<file path="src/rtl/sseg_mux_driver.sv">
// Purpose: time-multiplexed driver for NUM_DIGITS common-anode seven-segment digits on one shared cathode bus.
// Latency: every output is registered, so outputs show the scan/active state of the previous cycle. A load appears after the next frame boundary.
// Backpressure: none. load is always accepted. en=0 blanks the display and parks the scan at slot 0.
//
// Ports:
//   clk, rst_n          clock; asynchronous active-low reset
//   en                  scan enable
//   value[4N-1:0]       hex nibbles, nibble i drives digit i (digit 0 least significant)
//   dp[N-1:0]           decimal point request per digit
//   digit_en[N-1:0]     per-digit enable
//   lz_blank            leading-zero blanking enable
//   load                strobe that captures value/dp/digit_en into the shadow register
//   seg[6:0], dp_n      active-low cathodes (seg[0]=a .. seg[6]=g)
//   an[N-1:0]           active-low anodes, at most one low at a time
//   frame_done          one-cycle pulse after the last slot of each scan
module sseg_mux_driver #(
  parameter int NUM_DIGITS   = 4,
  parameter int REFRESH_DIV  = 100000,
  parameter int BLANK_CYCLES = 16
) (
  input  logic                    clk,
  input  logic                    rst_n,
  input  logic                    en,
  input  logic [4*NUM_DIGITS-1:0] value,
  input  logic [NUM_DIGITS-1:0]   dp,
  input  logic [NUM_DIGITS-1:0]   digit_en,
  input  logic                    lz_blank,
  input  logic                    load,
  output logic [6:0]              seg,
  output logic                    dp_n,
  output logic [NUM_DIGITS-1:0]   an,
  output logic                    frame_done
);

  localparam int CW = (REFRESH_DIV > 1) ? $clog2(REFRESH_DIV) : 1;
  localparam int IW = (NUM_DIGITS > 1) ? $clog2(NUM_DIGITS) : 1;

  // Segment patterns, g..a, active-low.
  function automatic logic [6:0] hex_to_seg(input logic [3:0] h);
    logic [6:0] s;
    case (h)
      4'h0: s = 7'b1000000;
      4'h1: s = 7'b1111001;
      4'h2: s = 7'b0100100;
      4'h3: s = 7'b0110000;
      4'h4: s = 7'b0011001;
      4'h5: s = 7'b0010010;
      4'h6: s = 7'b0000010;
      4'h7: s = 7'b1111000;
      4'h8: s = 7'b0000000;
      4'h9: s = 7'b0010000;
      4'hA: s = 7'b0001000;
      4'hB: s = 7'b0000011;
      4'hC: s = 7'b1000110;
      4'hD: s = 7'b0100001;
      4'hE: s = 7'b0000110;
      default: s = 7'b0001110;
    endcase
    return s;
  endfunction

  // Shadow (written by load) and active (feeds the display) copies.
  logic [4*NUM_DIGITS-1:0] sh_val_q, sh_val_d, act_val_q, act_val_d;
  logic [NUM_DIGITS-1:0]   sh_dp_q, sh_dp_d, act_dp_q, act_dp_d;
  logic [NUM_DIGITS-1:0]   sh_den_q, sh_den_d, act_den_q, act_den_d;
  logic                    pending_q, pending_d;

  logic [CW-1:0]           cnt_q, cnt_d;
  logic [IW-1:0]           idx_q, idx_d;

  logic [6:0]              seg_q, seg_d;
  logic                    dp_n_q, dp_n_d;
  logic [NUM_DIGITS-1:0]   an_q, an_d;
  logic                    frame_done_q, frame_done_d;

  logic cnt_wrap, idx_last, boundary;
  logic [3:0]    nib_sel;
  logic          dp_sel, den_sel;
  logic [IW-1:0] hi_idx;
  logic          lz_hit, lit;

  assign cnt_wrap = (cnt_q == CW'(REFRESH_DIV - 1));
  assign idx_last = (idx_q == IW'(NUM_DIGITS - 1));
  assign boundary = en && cnt_wrap && idx_last;

  // Scan counters.
  always_comb begin
    cnt_d = cnt_q;
    idx_d = idx_q;
    if (!en) begin
      cnt_d = '0;
      idx_d = '0;
    end else if (cnt_wrap) begin
      cnt_d = '0;
      idx_d = idx_last ? '0 : idx_q + 1'b1;
    end else begin
      cnt_d = cnt_q + 1'b1;
    end
  end

  // Shadow/active handoff. At the boundary the active copy takes the shadow
  // contents from before this cycle's load, so a load landing on the boundary
  // keeps pending set and waits one more frame.
  always_comb begin
    sh_val_d  = sh_val_q;
    sh_dp_d   = sh_dp_q;
    sh_den_d  = sh_den_q;
    act_val_d = act_val_q;
    act_dp_d  = act_dp_q;
    act_den_d = act_den_q;
    pending_d = pending_q;
    if (boundary && pending_q) begin
      act_val_d = sh_val_q;
      act_dp_d  = sh_dp_q;
      act_den_d = sh_den_q;
      pending_d = 1'b0;
    end
    if (load) begin
      sh_val_d  = value;
      sh_dp_d   = dp;
      sh_den_d  = digit_en;
      pending_d = 1'b1;
    end
  end

  // Select the current digit's data and find the highest non-zero nibble.
  // hi_idx stays 0 when every nibble is zero, which keeps digit 0 lit.
  always_comb begin
    nib_sel = 4'h0;
    dp_sel  = 1'b0;
    den_sel = 1'b0;
    hi_idx  = '0;
    for (int i = 0; i < NUM_DIGITS; i++) begin
      if (idx_q == IW'(i)) begin
        nib_sel = act_val_q[4*i +: 4];
        dp_sel  = act_dp_q[i];
        den_sel = act_den_q[i];
      end
      if (act_val_q[4*i +: 4] != 4'h0) begin
        hi_idx = IW'(i);
      end
    end
  end

  assign lz_hit = lz_blank && (idx_q != '0) && (idx_q > hi_idx);
  assign lit    = en && (cnt_q >= CW'(BLANK_CYCLES)) && den_sel && !lz_hit;

  always_comb begin
    seg_d        = 7'h7F;
    dp_n_d       = 1'b1;
    an_d         = '1;
    frame_done_d = boundary;
    if (lit) begin
      seg_d  = hex_to_seg(nib_sel);
      dp_n_d = ~dp_sel;
      an_d   = ~(NUM_DIGITS'(1) << idx_q);
    end
  end

  always_ff @(posedge clk or negedge rst_n) begin
    if (!rst_n) begin
      sh_val_q     <= '0;
      sh_dp_q      <= '0;
      sh_den_q     <= '0;
      act_val_q    <= '0;
      act_dp_q     <= '0;
      act_den_q    <= '0;
      pending_q    <= 1'b0;
      cnt_q        <= '0;
      idx_q        <= '0;
      seg_q        <= 7'h7F;
      dp_n_q       <= 1'b1;
      an_q         <= '1;
      frame_done_q <= 1'b0;
    end else begin
      sh_val_q     <= sh_val_d;
      sh_dp_q      <= sh_dp_d;
      sh_den_q     <= sh_den_d;
      act_val_q    <= act_val_d;
      act_dp_q     <= act_dp_d;
      act_den_q    <= act_den_d;
      pending_q    <= pending_d;
      cnt_q        <= cnt_d;
      idx_q        <= idx_d;
      seg_q        <= seg_d;
      dp_n_q       <= dp_n_d;
      an_q         <= an_d;
      frame_done_q <= frame_done_d;
    end
  end

  assign seg        = seg_q;
  assign dp_n       = dp_n_q;
  assign an         = an_q;
  assign frame_done = frame_done_q;

endmodule

</file>
<file path="config.mk">
export PLATFORM = sky130hd
export DESIGN_NAME = sseg_mux_driver
export DESIGN_NICKNAME = d
export VERILOG_FILES = /design/src/rtl/sseg_mux_driver.sv
export SDC_FILE = /design/constraint.sdc
export NUM_CORES = 1
export LEC_CHECK = 0
export CAP_MARGIN = 10
export CORE_ASPECT_RATIO = 0.6
export CORE_MARGIN = 3
export CORE_UTILIZATION = 45
export CTS_CLUSTER_DIAMETER = 120
export DETAILED_ROUTE_END_ITERATION = 8
export GPL_ROUTABILITY_DRIVEN = 0
export PLACE_DENSITY_LB_ADDON = 0.3
export SLEW_MARGIN = 5
export SYNTH_ARGS = -nofsm -noshare
export SYNTH_HDL_FRONTEND = slang
export SYNTH_SLANG_ARGS = --single-unit
</file>
<file path="constraint.sdc">
create_clock -name clk -period 2.7 [get_ports clk]
set_input_delay 0.405 -clock clk [delete_from_list [all_inputs] [get_ports clk]]
set_output_delay 0.405 -clock clk [all_outputs]
set_load 0.01 [all_outputs]
</file>
Word-level counts from Yosys, hierarchy flattened
Memory sizes are Yosys's and may differ from the RTL's.
Cells that the tools add are included.
{ "totals": {"reg_bits": 81, "rom_bits": 112, "in_bits": 29, "output_inout_bits": 13, "word_cells": 66, "mem_count": 1} }
{ "memory_table": {"columns": ["memory", "depth", "word_bits", "rd", "rd_ports_with_merged_regs", "write_ports", "line", "source"], "rows": [
  ["(name not given)", 16, 7, 1, 0, 0, "41", "case (h)"]
]} }
{ "op_classes": {"addsub": 2, "magnitude_cmp": 2, "eq_ne": 5, "shifts": 1, "muxes": 25, "n_bitwise": 2, "reduce_logical": 15} }
{ "ops": {"columns": ["op", "n"], "rows": [
  ["$mux 17", 2],
  ["$mux 4", 5],
  ["$add 17x1->17 const B", 1],
  ["$eq 17x17->1 const B", 1],
  ["$ge 17x5->1 const B", 1],
  ["$mux 1", 12],
  ["$reduce_bool 4->1", 3],
  ["$mux 2", 5],
  ["$logic_and 1x1->1", 8],
  ["$mux 7", 1],
  ["$eq 2x2->1 const B", 2],
  ["$not 4->4", 1],
  ["$reduce_bool 2->1", 2],
  ["$shl 1x2->4 const A", 1],
  ["$add 2x1->2 const B", 1],
  ["$eq 2x1->1 const B", 1],
  ["$gt 2x2->1", 1],
  ["$logic_not 2->1", 1],
  ["$ne 2x1->1 const B", 1],
  ["$logic_not 1->1", 1],
  ["$not 1->1", 1]
]} }

Logic depth before layout (Yosys ltp)
Gate-level depths: netlist of the first run.
{ "logic_depth": {"depth_word": 9, "mapped_depth": 12, "ltp_nobuf": 11} }

Worst setup path after synthesis of the first run
Ideal clock, no wire load.
{ "synth_path": {"path_type": "register -> register", "startpoint": "register act_val_q[12]", "endpoint": "register seg_q[1], in the netlist seg[1]", "setup_time_ns": 0.113, "t_arrival_ns": 2.218, "required_ns": 2.587, "path_slack_ns": 0.369, "path_stages_with_launch": 9, "path_buffers": 0, "period_less_slack_ns": 2.331, "cell_sequence": "dfrtp_1 or4_1 nor2_1 ha_1 nor2b_1 o2111ai_1 o2111ai_1 nor2_1 o311ai_0"} }
{ "synth_via": {"elab_chain_cells": 7, "elab_cells_between_ends": 9, "classes_between": "order compare: 1; mux: 3; reduce/logical: 4; memory: 1"} }
{ "synth_lines": {"columns": ["item", "line", "source"], "rows": [
  ["start: declaration", "63", "logic [4*NUM_DIGITS-1:0] sh_val_q, sh_val_d, act_val_q, act_val_d;"],
  ["start signal: assignment", "179", "act_val_q <= act_val_d;"],
  ["$reduce_bool 4->1", "139", "if (act_val_q[4*i +: 4] != 4'h0) begin"],
  ["$mux 2", "139", null],
  ["$gt 2x2->1", "145", "assign lz_hit = lz_blank && (idx_q != '0) && (idx_q > hi_idx);"],
  ["$logic_and 1x1->1", "145", null],
  ["$logic_not 1->1", "146", "assign lit = en && (cnt_q >= CW'(BLANK_CYCLES)) && den_sel && !lz_hit;"],
  ["$logic_and 1x1->1", "146", null],
  ["$mux 7 (*)", "153", "if (lit) begin"],
  ["via seg_d[1]", "71", "logic [6:0] seg_q, seg_d;"],
  ["end signal: assignment", "185", "seg_q <= seg_d;"],
  ["end: declaration", "71", null]
]} }
Mark *: on every way through the listed nets, which the timed path passes. The rest lies on a longest branch.
A chain may end at the register's enable or synchronous reset.

Worst setup path after layout of the first run
{ "layout_path": {"startpoint": "register act_val_q[12]", "endpoint": "register seg_q[6], in the netlist seg[6]"} }
Same word-level chain as after synthesis.

==> out/results.txt, run 1 <==
Status: completed
HP Class: in -> async
Reg clk slew, reported paths: 60 ps
Clk Latency, worst-skew pair: 340 ps
Core outline area: 8130 sq um
Worst-Margin Slew: 982 ps
Layout cells sized above 1: 0.251
FFs w/ async S/R, synth: 1.00
Max Clk Rate: 401 MHz
TritonCTS Buffers: 9
Reg2reg end: seg[6]
Worst EP arrival: 2730 ps
Top cell type's share of synthesized area: 0.445
Cell total after placement: 458
Total grt overflow: 0
P_int: 2.14 mW
Largest net degree at the start of global routing: 80
Post-Syn Nets: 357
Number of placement rows: 25
Final #Nets: 404
Final std cells w/o fill: 474
Synth area leader: dfrtp_1
CTS tree: done
Die W: 126 um
Leakage: 2.07 nW
Tcrit/Tclk final: 0.923
Clk_skew: 6.40 ps
Starting DRT DRC Count: 195
Max clock buf depth: 2
Pre-antenna DRT Iters: 4
Final ANT Viol Nets: 0
Req. time, crit path: 2940 ps
Diode count: 0
CP Max Fanout: 10
Commonest cells after routing, fill and taps aside: dfrtp_1 (69), clkdlybuf4s50_1 (40), mux2_2 (29)
Sw power: 0.565 mW
Max stage delay on crit path: 560 ps
Crit-path cells: or4_1 > nor2_1 > ha_1 > nor2b_1 > o2111ai_1 > o2111ai_1 > nor2_1 > buf_4 > o221ai_1
Area Growth Syn to Fin: 21.7%
Vias in the first global route: 2427
Hold Vio Cnt, Final: 0
H-tree depth: 3
Final setup viols: 0
Clock share of power: 0.480
DRC viols: 0
DR WL/cell: 15.7 um
Port Buffers: 41
Clk root buf: clkbuf_16
Distinct cells, synth: 49
First-pass GRT wire length: 12500 um
Combinational cell fraction of total power: 0.047
Setup TNS: 0 ps
Die Y: 77.9 um
Die ar.: 9810 sq um
Post-synth EDFFs: 0
Drt total wl: 7450 um
Initial cell density of the core: 0.477
CTS sink count: 81
Initial antenna violation count: 0
Synth area leaders: dfrtp_1 (45%), mux2_2 (8.4%), dfstp_2 (8.1%)
Dominant synthesized flop cell: dfrtp_1
Reg2Reg Depth: 9
Cts repair resizes: 0
Avg Vias per Cell: 5.22
Postcts setup bufs: 0
Worst r2r src: act_val_q[12]
Tot GR Track Use: 0.165
Bufs and invs on worst path: 1
Synthesis Warnings: 0
Crit path max-delay family: simple AND/OR/NAND/NOR gates
Core Util, Final: 0.580
DP HPWL: 5190 um
Sequential share of power: 0.473
RSZ-0062 raised after global routing: no
Startpoint types: register
PD cells: 573 nW/um^2
Synth Instances: 314
Flops & latches, synth: 81
Slew Limit Fails: 0
DR vias: 2473
CP endpoint kind: register
Fin crit period: 2490 ps
Leading cell type in the layout, fill and taps excluded: dfrtp_1
Critical path class: reg -> reg
Synth Area per Inst: 12.4 sq um
IO Pins: 42
Max_cap viols: 0
Switching part of the total: 0.209
Max stage delay cell, worst path: or4_1
Max IR drop VDD: 0.396 mV
Design Power: 2.70 mW
Relative slew slack: 0.346
Synthesized area: 3880 sq um
Slack of the worst reg-to-reg path: 210 ps
Sequential-to-total area share from yosys stat: 0.526
Cts hold-fix bufs: 0
[power groups by stage]
stage / Clock [mW] / Sequential (mW) / Combinational, mW
after floorplan: 0 / 1.29 / 0.0557
after global placement: 0 / 1.30 / 0.126
after detailed placement: 0 / 1.30 / 0.130
after CTS: 1.33 / 1.28 / 0.129
after global routing: 1.41 / 1.29 / 0.141
final: 1.30 / 1.28 / 0.126
[cells by family (layout without fill, tap and decap cells)]
family                     count (synthesis)  in the layout  synth area share
and+or+nand+nor                           92             92             0.124
DFF                                       81             81             0.526
muxes                                     51             51             0.167
AOI/OAI and AO/OA                         35             35            0.0642
buffers and inverters                     26             78            0.0397
xor gates and xnor gates                  15             15            0.0339
adders and majority gates                 14             14            0.0452
[layout make-up]
cell class | instances | area [sq um]
fillers | 690 | 3410
flip-flops and latches | 81 | 2040
multi-input cells | 207 | 1690
repair buffers | 49 | 480
clock buffers | 9 | 225
well taps | 108 | 135
clock inverters | 7 | 93.8
inverters | 13 | 48.8
[per-layer routing]
metal,routed length [um],up-vias,global-route usage
met1,3910,1216,0.244
met5,0,-,0
li1,-,1196,-
met4,51,0,0.0760
met3,387,5,0.0591
met2,3100,56,0.212
[through the flow]
step	instance area (sq um)	setup slack [ps]	hold slack [ps]
after detailed placement	4390	186	492
after CTS	4710	135	254
final	4720	208	198
after global routing	4720	12.9	284
after global placement	4390	313	490
after floorplan	3880	369	109
[state kept, by name (all words and copies together), names as in the netlist]
| name | count |
|---|---|
| an | 4 |
| act_dp_q | 4 |
| sh_val_q | 16 |
| idx_q | 2 |
| dp_n | 1 |
| sh_dp_q | 4 |
| seg | 7 |
| frame_done | 1 |
| cnt_q | 17 |
| act_val_q | 16 |
| sh_den_q | 4 |
| pending_q | 1 |
| act_den_q | 4 |
[worst register-to-register path: cells and delay by family, from the launching register on]
kind / cells / cell delay (ps)
buffers and inverters: 1 / 180
DFF: 1 / 410
AOI/OAI and AO/OA: 3 / 500
adders and majority gates: 1 / 280
and+or+nand+nor: 4 / 1030
[cells in the mapped netlist (3+ instances only)]
cell type,number
nor2_1,27
a21oi_1,7
and3_1,4
inv_1,13
buf_2,4
nand3b_1,4
dfstp_2,12
a211oi_1,3
o21ai_0,6
dfrtp_1,69
nor2b_1,4
xnor2_1,7
and2_1,3
nand4_1,6
o221ai_1,4
nand2_1,23
ha_1,14
xor2_1,8
mux2_4,20
and4_1,3
nand3_1,5
mux2_2,29
[worst max path at each step]
| stage | end | depth (start not counted) | slack [ps] | start |
|---|---|---|---|---|
| 2_1_floorplan | seg[1] | 8 | 370 | act_val_q[12] |
| 3_3_place_gp | seg[2] | 9 | 310 | act_val_q[12] |
| 3_5_place_dp | seg[4] | 10 | 190 | idx_q[0] |
| 4_1_cts | seg[5] | 10 | 130 | idx_q[0] |
| 5_1_grt | seg[2] | 9 | 10 | act_val_q[12] |
| 6_report | seg[6] | 9 | 210 | act_val_q[12] |
Power figures use the tool's default switching activity.
==> run 2: changes to the inputs <==
- CORE_ASPECT_RATIO: 0.6 -> 0.8
- CORE_MARGIN: 3 -> 2
==> run 2 against run 1 <==
Against the previous run:
- sequential cell count did not move
- combinational power about the same
- global-route usage grew 0.10 points
- register-to-register slack about the same
- critical path type unchanged
- clock skew increased by 8.0 ps
- maximum frequency is 0.52% higher
- worst setup slack better by 13 ps
- largest power group is now sequential cells
- hold slack got worse by 14 ps
- critical path depth unchanged
==> out/results.txt, run 2 (synthesized netlist as in run 1, its figures left out) <==
Status: completed
Starting DRT DRC Count: 155
Reg2reg end: seg[1]
Final ANT Viol Nets: 0
GR Layer Usage met2: 0.250
DR vias: 2413
H-tree depth: 3
IO Pins: 42
Area Growth Syn to Fin: 18.5%
CTS tree: done
Tcrit/Tclk final: 0.918
Req. time, crit path: 2940 ps
Final setup viols: 0
Leakage: 2.01 nW
HP Class: in -> async
Layout filler cell count: 751
Clk root buf: clkbuf_8
Max clock buf depth: 2
Die Y: 87.0 um
Hold_ws: 183 ps
TritonCTS Buffers: 9
Diode count: 0
CP Max Fanout: 10
Clk Latency, worst-skew pair: 350 ps
Met1 usage: 0.232
DP HPWL: 4910 um
Largest regs: cnt_q: 17 flops, act_val_q: 16 flops, sh_val_q: 16 flops
CTS sink count: 81
Max IR drop VDD: 0.298 mV
Worst EP arrival: 2720 ps
Largest register FFs: 17
Initial antenna violation count: 0
Setup TNS: 0 ps
Reg2Reg Depth: 9
Largest net degree at the start of global routing: 82
Initial cell density of the core: 0.459
DR WL/cell: 14.5 um
Reg clk slew, reported paths: 90 ps
RSZ-0062 raised after global routing: no
Drt total wl: 6910 um
Biggest register: cnt_q
Die ar.: 9380 sq um
Avg Vias per Cell: 5.06
Critical path class: reg -> reg
Total grt overflow: 0
Cts hold-fix bufs: 0
Max Clk Rate: 403 MHz
Relative slew slack: 0.339
Layout cells sized above 1: 0.244
Tot GR Track Use: 0.166
Design Area, Final: 4600 sq um
Fin crit period: 2480 ps
Startpoint types: register
Core Util, Final: 0.544
Max_cap viols: 0
DRC viols: 0
Worst-Margin Slew: 992 ps
Slack of the worst reg-to-reg path: 220 ps
Most used routing layer: met2
Leading cell type in the layout, fill and taps excluded: dfrtp_1
Commonest cells after routing, fill and taps aside: dfrtp_1 (69), clkdlybuf4s50_1 (40), mux2_2 (29)
Hold Vio Cnt, Final: 0
CP endpoint kind: register
Port Buffers: 41
Core outline area: 8450 sq um
Design Power: 2.27 mW
Clk_skew: 14.4 ps
Worst r2r src: act_val_q[12]
Die W: 108 um
GR met3 Demand/Resource: 0.0539
PD cells: 494 nW/um^2
Final #Nets: 404
Number of placement rows: 30
Pre-antenna DRT Iters: 4
Slew Limit Fails: 0
Vias in the first global route: 2438
First-pass GRT wire length: 12000 um
Dpl cell area: 4390 sq um
## run 2: repair_timing
item | in CTS | in global routing
buffers inserted | 0 | 0
resized for setup | 0 | 1
setup endpoints to repair | 0 | 1
hold endpoints to repair | 0 | 0
## run 2: how the worst max path moves through the flow
stage	startpoint	cells past startpoint	slack (ps)	endpoint
after detailed placement	idx_q[1]	9	240	seg[5]
after floorplan	act_val_q[12]	8	370	seg[1]
after global placement	act_val_q[12]	9	270	seg[2]
after global routing	idx_q[1]	10	40	seg[3]
after CTS	idx_q[1]	9	230	seg[5]
final	act_val_q[12]	9	220	seg[1]
## run 2: report_power, final
group / switching [mW] / internal [mW]
Clock: 0.419 / 0.449
Sequential: 0.0238 / 1.25
Combinational: 0.0509 / 0.0735
## run 2: per-stage QoR
stage	instances	setup slack [ps]
finish	477	221
global route	477	41.7
CTS	477	226
detailed placement	462	245
global placement	462	270
floorplan	314	369
## run 2: final cells by class
cell class | count | area [sq um] | area share
inverter | 13 | 48.8 | 0.0106
sequential | 81 | 2040 | 0.444
tap | 112 | 140 | 0.0305
clock buffer | 11 | 141 | 0.0308
timing repair buffer | 49 | 480 | 0.105
multi-input combinational | 207 | 1690 | 0.368
clock inverter | 4 | 53.8 | 0.0117
## run 2: worst max-delay path: stages (launching register included)
cell	delay (ps)
dfrtp_1	420
or4_1	550
nor2_1	160
ha_1	260
nor2b_1	140
o2111ai_1	180
o2111ai_1	180
nor2_1	160
buf_4	180
o311ai_0	140
## run 2: routing by layer
layer / vias up / routed length, um
li1: 1188 / -
met1: 1172 / 3500
met2: 46 / 3070
met3: 7 / 288
met4: 0 / 56
met5: - / 0
==> run 3: changes to the inputs <==
- CORE_UTILIZATION: 45 -> 40
==> run 3 against run 2 <==
Against the previous run:
- largest cell class unchanged
- combinational power grew 4%
- global-route usage down 2.0 points
- sequential power about the same
- highest routed layer unchanged
- largest power group unchanged
- sequential share of layout area down 0.91 points
- wire length grew 3.5%
- cell count increased by 1.9%
- via count grew 2.0%
==> out/results.txt, run 3 (synthesized netlist as in run 1, its figures left out) <==
Total grt overflow: 0
Req. time, crit path: 2920 ps
Setup TNS: 0 ps
Vias in the first global route: 2388
Largest net degree at the start of global routing: 82
Final #Nets: 405
Dpl cell area: 4420 sq um
DR WL/cell: 14.7 um
Worst setup path start: act_val_q[8]
Design Power: 2.49 mW
DRC viols: 0
Startpoint types: register
Critical path class: reg -> reg
Die Y: 92.1 um
Max IR drop VDD: 0.319 mV
Relative slew slack: 0.626
Final WS setup: 256 ps
Hold_ws: 90.0 ps
CP endpoint kind: register
Worst EP arrival: 2660 ps
DP HPWL: 5060 um
Tot GR Track Use: 0.146
Initial cell density of the core: 0.407
Postcts setup bufs: 0
Design Area, Final: 4690 sq um
Slack of the worst reg-to-reg path: 260 ps
Place WS: 264 ps
CP Max Fanout: 10
RSZ-0062 raised after global routing: no
Die ar.: 10500 sq um
Core Util, Final: 0.492
Largest regs: cnt_q: 17 flops, act_val_q: 16 flops, sh_val_q: 16 flops
Cts hold-fix bufs: 0
Commonest cells after routing, fill and taps aside: dfrtp_1 (69), clkdlybuf4s50_1 (40), mux2_2 (29)
Pre-antenna DRT Iters: 4
Reg2Reg Depth: 9
Reg2reg end: seg[1]
TritonCTS Buffers: 9
Port Buffers: 41
Layout cells sized above 1: 0.245
Avg Vias per Cell: 5.07
Drt total wl: 7150 um
Max Clk Rate: 409 MHz
HP Class: in -> async
Max_cap viols: 0
Reg clk slew, reported paths: 60 ps
Hold Vio Cnt, Final: 0
Die W: 114 um
Status: completed
IO Pins: 42
Final setup viols: 0
Leakage: 2.05 nW
Clk_skew: 8.75 ps
Clk root buf: clkbuf_16
PD cells: 531 nW/um^2
Final std cells w/o fill: 486
Clk Latency, worst-skew pair: 330 ps
First-pass GRT wire length: 11800 um
Largest register FFs: 17
Slew Limit Fails: 0
Max clock buf depth: 2
Cell total after placement: 470
Worst r2r src: act_val_q[8]
Starting DRT DRC Count: 154
DR vias: 2462
Worst-Margin Slew: 560 ps
Area Growth Syn to Fin: 21.0%
Core outline area: 9530 sq um
Number of placement rows: 32
Final ANT Viol Nets: 0
H-tree depth: 3
CTS sink count: 81
Tcrit/Tclk final: 0.905
Leading cell type in the layout, fill and taps excluded: dfrtp_1
Fin crit period: 2440 ps
Diode count: 0
Initial antenna violation count: 0
CTS tree: done
Biggest register: cnt_q
[run 3: cell count changes in the layout (fill, tap and decap cells not counted), sizes merged]
cell,previous run,this run
clkinv,1,2
buf,9,10
inv,13,14
bufinv,1,0
[run 3: final cells by class]
type                       count  area (sq um)
clock buffer                  11           233
sequential                    81          2040
clock inverter                 5          33.8
tap                          119           149
fill                         871          4840
timing repair buffer          50           500
multi-input combinational    207          1690
inverter                      13          48.8
[run 3: how the worst max path moves through the flow]
stage / cells after the start / slack [ps] / end
4_1_cts: 9 / 250 / seg[1]
3_5_place_dp: 9 / 260 / seg[1]
2_1_floorplan: 8 / 370 / seg[1]
6_report: 9 / 260 / seg[1]
3_3_place_gp: 9 / 240 / seg[1]
5_1_grt: 9 / 40 / seg[2]
[run 3: report_power, final]
| group | internal [mW] | total (mW) | switching [mW] | leakage, nW |
|---|---|---|---|---|
| Clock | 0.622 | 1.08 | 0.460 | 0.126 |
| Combinational | 0.0766 | 0.129 | 0.0520 | 0.898 |
| Sequential | 1.25 | 1.28 | 0.0248 | 1.03 |
| Total | 1.95 | 2.49 | 0.537 | 2.05 |
[run 3: layer usage]
metal | track usage | vias up | share of wire
li1 | - | 1195 | -
met1 | 0.205 | 1192 | 0.49
met2 | 0.210 | 65 | 0.44
met3 | 0.0502 | 10 | 0.056
met4 | 0.0508 | 0 | 0.014
met5 | 0 | - | 0
[run 3: critical path, cell delays in order (launching register included)]
cell	delay, ps
dfrtp_1	400
or4_1	560
nor2_1	120
ha_1	250
nor2b_1	130
o2111ai_1	180
o2111ai_1	170
nor2_1	160
buf_4	180
o311ai_0	170
[run 3: what timing repair did]
| item | 4_1_cts | 5_1_grt |
|---|---|---|
| endpoints found under the hold margin | 0 | 0 |
| setup endpoints to repair | 0 | 1 |
| resized for setup | 0 | 1 |
